File: src/rtl/gat_layer_scheduler.sv
// Layer sequencer for the GAT core: BRAM loads, watchdog-supervised compute, readback.
// Optional perf counters are built when GAT_SCHED_PERF_EN is defined.
module gat_layer_scheduler #(
  parameter int          NUM_LAYERS     = 2,
  parameter int          TIMEOUT_W      = 24,
  parameter int unsigned TIMEOUT_CYCLES = 16777215
) (
  input  logic                 clk,
  input  logic                 rst,
  input  logic                 start,
  input  logic                 abort,
  output logic                 busy,
  output logic                 done,
  output logic                 error,
  output logic                 load_req,
  output logic [1:0]           load_sel,
  input  logic                 load_ack,
  output logic                 h_data_bram_load_done,
  output logic                 h_node_info_bram_load_done,
  output logic                 wgt_bram_load_done,
  output logic                 gat_layer,
  input  logic                 gat_ready,
  output logic                 rd_req,
  input  logic                 rd_ack,
  output logic [1:0]           layer_idx,
`ifdef GAT_SCHED_PERF_EN
  output logic [31:0]          perf_total,
  output logic [31:0]          perf_load,
`endif
  output logic [TIMEOUT_W-1:0] run_cycles
);

  typedef enum logic [3:0] {
    S_IDLE, S_LD_H, S_LD_NI, S_LD_W, S_RUN, S_READ, S_NEXT, S_DONE, S_ERR
  } state_t;

  localparam logic [TIMEOUT_W-1:0] TO_LIMIT   = TIMEOUT_W'(TIMEOUT_CYCLES);
  localparam logic [1:0]           LAST_LAYER = 2'(NUM_LAYERS - 1);

  state_t                state_q, state_n;
  logic                  gap_q, gap_n;
  logic                  h_q, h_n, ni_q, ni_n, w_q, w_n;
  logic                  gl_q, gl_n;
  logic [1:0]            layer_q, layer_n;
  logic [TIMEOUT_W-1:0]  rc_q, rc_n, rc_inc;

  always_ff @(posedge clk) begin
    if (rst) begin
      state_q <= S_IDLE;
      gap_q   <= 1'b0;
      h_q     <= 1'b0;
      ni_q    <= 1'b0;
      w_q     <= 1'b0;
      gl_q    <= 1'b0;
      layer_q <= 2'd0;
      rc_q    <= '0;
    end else begin
      state_q <= state_n;
      gap_q   <= gap_n;
      h_q     <= h_n;
      ni_q    <= ni_n;
      w_q     <= w_n;
      gl_q    <= gl_n;
      layer_q <= layer_n;
      rc_q    <= rc_n;
    end
  end

  always_comb begin
    state_n  = state_q;
    gap_n    = 1'b0;
    h_n      = h_q;
    ni_n     = ni_q;
    w_n      = w_q;
    gl_n     = gl_q;
    layer_n  = layer_q;
    rc_n     = rc_q;
    load_req = 1'b0;
    load_sel = 2'd0;
    rd_req   = 1'b0;
    rc_inc   = (rc_q < TO_LIMIT) ? rc_q + TIMEOUT_W'(1) : rc_q;

    case (state_q)
      S_IDLE, S_DONE: begin
        if (start) begin
          state_n = S_LD_H;
          h_n     = 1'b0;
          ni_n    = 1'b0;
          w_n     = 1'b0;
          gl_n    = 1'b0;
          layer_n = 2'd0;
        end
      end
      S_LD_H: begin
        load_req = 1'b1;
        if (load_ack) begin
          h_n     = 1'b1;
          gap_n   = 1'b1;
          state_n = S_LD_NI;
        end
      end
      // gap_q holds the request low for the single cycle after the previous ack
      S_LD_NI: begin
        load_sel = 2'd1;
        load_req = !gap_q;
        if (!gap_q && load_ack) begin
          ni_n    = 1'b1;
          gap_n   = 1'b1;
          state_n = S_LD_W;
        end
      end
      S_LD_W: begin
        load_sel = 2'd2;
        load_req = !gap_q;
        if (!gap_q && load_ack) begin
          w_n     = 1'b1;
          rc_n    = '0;
          state_n = S_RUN;
        end
      end
      // rc_q is zero only on the entry cycle, so that cycle ignores gat_ready
      S_RUN: begin
        rc_n = rc_inc;
        if (rc_q != '0 && gat_ready) state_n = S_READ;
        else if (rc_inc >= TO_LIMIT) state_n = S_ERR;
      end
      S_READ: begin
        rd_req = 1'b1;
        if (rd_ack) begin
          w_n     = 1'b0;
          state_n = S_NEXT;
        end
      end
      S_NEXT: begin
        if (layer_q == LAST_LAYER) begin
          state_n = S_DONE;
        end else begin
          layer_n = layer_q + 2'd1;
          gl_n    = 1'b1;
          state_n = S_LD_W;
        end
      end
      default: ;
    endcase

    if (abort) begin
      state_n = S_IDLE;
      gap_n   = 1'b0;
      h_n     = 1'b0;
      ni_n    = 1'b0;
      w_n     = 1'b0;
      gl_n    = 1'b0;
      layer_n = 2'd0;
      rc_n    = rc_q;
    end
  end

  assign busy  = !(state_q inside {S_IDLE, S_DONE, S_ERR});
  assign done  = (state_q == S_DONE);
  assign error = (state_q == S_ERR);
  assign h_data_bram_load_done      = h_q;
  assign h_node_info_bram_load_done = ni_q;
  assign wgt_bram_load_done         = w_q;
  assign gat_layer  = gl_q;
  assign layer_idx  = layer_q;
  assign run_cycles = rc_q;

`ifdef GAT_SCHED_PERF_EN
  always_ff @(posedge clk) begin
    if (rst || abort) begin
      perf_total <= '0;
      perf_load  <= '0;
    end else if (start && (state_q == S_IDLE || state_q == S_DONE)) begin
      perf_total <= '0;
      perf_load  <= '0;
    end else if (busy) begin
      if (perf_total != '1) perf_total <= perf_total + 32'd1;
      if (state_q inside {S_LD_H, S_LD_NI, S_LD_W} && perf_load != '1)
        perf_load <= perf_load + 32'd1;
    end
  end
`endif

endmodule

File: config.mk
export PLATFORM = sky130hd
export DESIGN_NAME = gat_layer_scheduler
export DESIGN_NICKNAME = d
export VERILOG_FILES = /design/src/rtl/gat_layer_scheduler.sv
export SDC_FILE = /design/constraint.sdc
export NUM_CORES = 1
export LEC_CHECK = 0
export BUFFER_PORTS_ARGS = -buffer_cell sky130_fd_sc_hd__buf_2
export CAP_MARGIN = 10
export CELL_PAD_IN_SITES_DETAIL_PLACEMENT = 1
export CELL_PAD_IN_SITES_GLOBAL_PLACEMENT = 2
export CORE_ASPECT_RATIO = 1.25
export CORE_MARGIN = 2
export CORE_UTILIZATION = 30
export DETAILED_ROUTE_END_ITERATION = 7
export GPL_ROUTABILITY_DRIVEN = 0
export HOLD_SLACK_MARGIN = 0.15
export PLACE_DENSITY_LB_ADDON = 0.1
export SLEW_MARGIN = 20
export SYNTH_ARGS = -nofsm -noshare
export SYNTH_HDL_FRONTEND = slang
export SYNTH_SLANG_ARGS = --single-unit
File: constraint.sdc
create_clock -name clk -period 2.5 [get_ports clk]
set_input_delay 0.375 -clock clk [delete_from_list [all_inputs] [get_ports clk]]
set_output_delay 0.375 -clock clk [all_outputs]
set_load 0.005 [all_outputs]
# Word-level counts from Yosys, hierarchy flattened
# Cells that the tools add are included.
# W data, S select, Z words.
op_classes:
  n_addsub: 2
  n_lt_le_gt_ge: 2
  n_eq_ne: 16
  muxes: 30
  n_bitwise: 1
  n_reduce_logical: 22
ops:
  columns: ["cell", "n"]
  rows:
  - ["$mux W24", 2]
  - ["$pmux W24 S2", 1]
  - ["$mux W4", 7]
  - ["$pmux W4 S7", 1]
  - ["$add A24 B1 Y24 const B", 1]
  - ["$ge A24 B24 Y1 const B", 1]
  - ["$lt A24 B24 Y1 const B", 1]
  - ["$reduce_bool A24 Y1", 1]
  - ["$eq A4 B3 Y1 const B", 4]
  - ["$ne A2 B2 Y1 const B", 6]
  - ["$reduce_and A3 Y1", 4]
  - ["$pmux W1 S2", 5]
  - ["$eq A4 B2 Y1 const B", 2]
  - ["$mux W1", 8]
  - ["$pmux W2 S2", 2]
  - ["$reduce_bool A2 Y1", 4]
  - ["$reduce_and A7 Y1", 1]
  - ["$reduce_bool A7 Y1", 1]
  - ["$reduce_bool A3 Y1", 2]
  - ["$reduce_or A2 Y1", 3]
  - ["$eq A4 B1 Y1 const B", 1]
  - ["$eq A4 B4 Y1 const B", 1]
  - ["$logic_not A4 Y1", 1]
  - ["$mux W2", 2]
  - ["other kinds (9)", 11]
totals:
  register_bits: 35
  inputBits: 7
  out_inout_bits: 37
  elab_cells: 81

# Longest topological paths before layout
logic_depth:
  word_depth: 6
  depth_mapped: 9
  depth_no_buf: 9

# Least setup slack after synthesis
# Ideal clock, no wire load.
synth_path:
  kind: "register -> register"
  start: "register rc_q[0], in the netlist run_cycles[0]"
  end: "register state_q[2]"
  setup_time_ns: 0.116
  arrival_time_ns: 2.338
  t_required_ns: 2.384
  path_slack_ns: 0.046
  path_stages_with_launch: 10
  path_buffers: 1
  synth_period_minus_slack_ns: 2.454
  cell_sequence: "dfxtp_1 -> ha_1 -> nand3_1 -> or2_4 -> buf_12 -> o2111ai_2 -> xor2_1 -> a2111oi_4 -> nand3_1 -> a41o_1"
synth_between:
  elab_chain_cells: 5
  word_cells_on_any_way: 10
  cone_classes: "add/sub: 1; order compare: 2; eq/ne: 1; mux: 3; reduce/logical: 3"
synth_lines:
  columns: ["element", "line_no", "text"]
  rows:
  - ["from (decl)", "45", "logic [TIMEOUT_W-1:0] rc_q, rc_n, rc_inc;"]
  - ["from (signal assigned)", "65", "rc_q <= rc_n;"]
  - ["$add A24 B1 Y24 / $lt A24 B24 Y1 (equally long branches)", "81", "rc_inc = (rc_q < TO_LIMIT) ? rc_q + TIMEOUT_W'(1) : rc_q;"]
  - ["$mux W24", "81", null]
  - ["$ge A24 B24 Y1", "125", "else if (rc_inc >= TO_LIMIT) state_n = S_ERR;"]
  - ["$ne A3 B3 Y1 (no line)", null, null]
  - ["$reduce_and A7 Y1 (no line)", null, null]
  - ["to (signal assigned)", "58", "state_q <= state_n;"]
  - ["to (decl)", "40", "state_t state_q, state_n;"]
# Parallel ways exist; a longest one is shown, timed or not.
# A chain may end at the register's enable or synchronous reset.

# Worst setup path after layout
layout_path:
  start: "register rc_q[18], in the netlist run_cycles[18]"
  end: "register state_q[2]"
# Same word-level chain as after synthesis.

==> results.md <==
* Outcome: finished, final reports clean
* PortBufs at 43
* Worst-case clock buffer depth at 2
* Top-area cell type share of the netlist area at a little over a quarter
* Count leader, synth: dfxtp_1
* Critical path launch point type: flip-flop
* Clock Sinks at 35
* Initial Utilization at 30.43%
* CP arrival at about 2.6 ns
* Layout Cells excl Fill at between 500 and 600
* Mapped cell area at between 0.002 and 0.003 mm^2
* Num rows at 38
* Sum Neg Setup Slack at 0 ns
* Gate Count Post-Synth at ~330
* GRT Total Usage at roughly 21%
* Largest family of logic cells by synthesized area: simple AND/OR/NAND/NOR gates
* Static Leakage at roughly 1.4 nW
* PD cells at approximately 330 mW/mm^2
* Fmax at 421.5 MHz
* Post-DRT Antenna Nets at 0
* Reg-to-Reg Start: run_cycles[18]
* Core area at around 0.0086 mm^2
* Synth top area cells: dfxtp_1 (27%), a21oi_1 (6.1%), nor2_1 (4.6%), a311oi_1 (4.0%), nor3_1 (3.6%)
* Ant. Diodes at 0
* Max FO, Critical Path at 5
* GRT busiest layer: met2
* DR iter-0 viols at a little under 100
* Nets at between 400 and 500
* CP Buf/Inv Count at 0
* Maxcap violations at 0
* Max Slew Vio Count at 0
* Critical path's largest stage delay at about 0.65 ns
* Hold Path Sink: gap_q
* CTS Hold Bufs at 0
* Crit. End Element: flip-flop
* Post-Synth Adder-Cell Area at under 10%
* Reg area at just over 700 um^2
* XOR/XNOR Fraction of Synth Area at under 10%
* Post-synth cell types at 72
* Mean Syn Cell Area at between 7 and 8 um^2
* Worst-path clk slew at 0.08 ns
* Worst path required time at between 2 and 3 ns
* Met3 Use GR at roughly 2.4%
* Drt pass-1 iters at 6
* Post-synthesis mux area share at 0.8122%
* Die Wd at about 88 um
* Slew headroom at around 72%
* Yosys top cell by area: dfxtp_1
* Sequential fraction of the synthesis area at a little over a quarter
* Min-delay src: load_ack
* GRT met2 Usage at between 30% and 40%
* Synthesis-stage register bit count at 35
* Hold depth at 2
* Area after DPL at approximately 0.0032 mm^2
* Critical-path top delay cell: or4_4
* Wirelength, routed at ~10000 um
* Post-route minimum period at roughly 2.4 ns
* Clock Latency Late Sink at slightly below 0.3 ns
* Initial antenna violation count at 0
* Share of layout cells above drive strength 1 at 33.58%
* Final WS setup at between 0.1 and 0.15 ns
* DIE AREA at 0.009497 mm^2
* Setup violators final at 0
* Final Cycle Share at 94.90%
* Hold Path Class: in2reg
* Ports at 44
* Crit-path leading delay family: simple AND/OR/NAND/NOR gates
* Largest net degree at the start of global routing at 27
* Design Area, Final at 0.003374 mm^2
* CTS buffer count at 5
* Vias/cell at approximately 5.6
* Synth cell count leaders: dfxtp_1 (35), a21oi_1 (32), nor2_1 (32)
* FFs w/ async S/R, synth at 0%
* CTS Root Cell: clkbuf_8
* Post-synthesis compound-gate area fraction at approximately 27%
* Die span in y at roughly 110 um
* Worst r2r dst: state_q[2]
* H-tree Lvls at 2
* Met1 track demand over resource at roughly 26%
* Peak supply drop at around 0.00014 V
* Fill count at around 1100
* Via Count at 2936
* Synth Area in Simple Gates at between 30% and 40%
* Reg2Reg Depth at 7
* Post-placement cell count at slightly above 500
* Vias in the first global route at roughly 2900
* Layout overhead on the synthesized area at 28.86%
* CP cell instances: nand4_4 > or4_4 > o2111ai_4 > xor2_1 > a2111oi_4 > nand3_1 > a41o_1
* Yosys warns at 0
* Top_reg_cell synth: dfxtp_1
* WL/cell at about 19 um
* Multi-input logic area at 0.001764 mm^2
* Final hold vios at 0
* First-pass GRT wire length at 15650 um
* CTS tree: done
* Post-synth EDFFs at 0
* Crit Path Class: reg2reg
* Worst-margin pin slew at a little over 0.4 ns
* Reg2Reg Setup Slack at roughly 0.13 ns
* Detailed placement HPWL at approximately 7500 um
* Unrepaired setup endpoints after global routing: no
* Syn nets at 341
* Grt ovf at 0
* DRC at 0
* Placement Setup Slack at roughly 0.053 ns
* Setup Skew at approximately 0.0066 ns
-- per-stage QoR --
step	total power [W]	utilization, %	hold slack [ns]
after floorplan	0.0006205	-	0.4685
after global placement	0.0006536	36.81	0.4647
after detailed placement	0.0006533	36.81	0.4752
after CTS	0.001129	37.98	0.3673
after global routing	0.001161	39.21	0.3858
final	0.001113	39.21	0.3792
-- power breakdown --
| part | leakage, nW | internal (W) | switching, W | total (W) |
|---|---|---|---|---|
| Combinational | 1.08 | 0.0000288 | 0.0000471 | 0.0000759 |
| Sequential | 0.284 | 0.000557 | 0.00000370 | 0.000561 |
| Clock | 0.0515 | 0.000252 | 0.000224 | 0.000476 |
| Total | 1.42 | 0.000838 | 0.000275 | 0.00111 |
-- per-layer routing --
| metal | vias to the layer above | share of wire (%) |
|---|---|---|
| met3 | 11 | 2.5 |
| met4 | 0 | 1.7 |
| li1 | 1406 | - |
| met1 | 1464 | 43 |
| met2 | 55 | 52 |
| met5 | - | 0 |
-- registers in the layout, summed over array words and instances, names as in the netlist --
| register | count |
|---|---|
| run_cycles | 24 |
| state_q | 4 |
| layer_idx | 2 |
| gap_q | 1 |
| gat_layer | 1 |
| h_data_bram_load_done | 1 |
| h_node_info_bram_load_done | 1 |
| wgt_bram_load_done | 1 |
-- kinds of logic after synthesis --
group / after synthesis
simple gates: 148
compound gates: 100
buf+inv: 39
flops: 35
xor+xnor: 4
fa+ha+maj: 3
mux: 2
-- layout make-up --
| class | instances | share of cell area (%) |
|---|---|---|
| Tap cell | 120 | 4.449 |
| Timing Repair Buffer | 95 | 17.95 |
| Multi-Input combinational cell | 258 | 52.28 |
| Clock buffer | 8 | 2.966 |
| Sequential cell | 35 | 21.02 |
| Inverter | 12 | 1.335 |
-- timing repair --
| item | 4_1_cts | 5_1_grt |
|---|---|---|
| resized for setup | 0 | 13 |
| buffers inserted | 0 | 3 |
| endpoints found under the setup margin | 0 | 2 |
| hold endpoints to repair | 0 | 0 |
-- placed cells by master (no fill, tap or decap), drive strengths merged, types with 2 or more instances in the layout --
cell / count
buf: 95
dfxtp: 35
nor2: 33
a21oi: 32
nand2: 25
nor3: 21
o21ai: 19
nand3: 14
nand4: 13
inv: 12
a311oi: 12
nor4: 9
a31oi: 8
clkbuf: 8
and3: 7
or3: 4
a211oi: 4
nand2b: 4
or4: 4
xor2: 3
ha: 3
and2: 3
a2111oi: 3
a21o: 3
nor2b: 2
a32oi: 2
a41o: 2
o22ai: 2
nand3b: 2
or2: 2
o2111ai: 2
-- worst max path at each step --
stage / depth (start not counted) / start / end / slack, ns
floorplan: 9 / run_cycles[0] / state_q[2] / 0.05
global placement: 8 / run_cycles[0] / state_q[2] / 0.13
detailed placement: 7 / run_cycles[23] / state_q[2] / 0.05
CTS: 7 / run_cycles[23] / state_q[2] / 0.04
global route: 7 / run_cycles[15] / state_q[2] / 0.001
finish: 7 / run_cycles[18] / state_q[2] / 0.13
No activity file was read; power rests on OpenSTA's default activity.
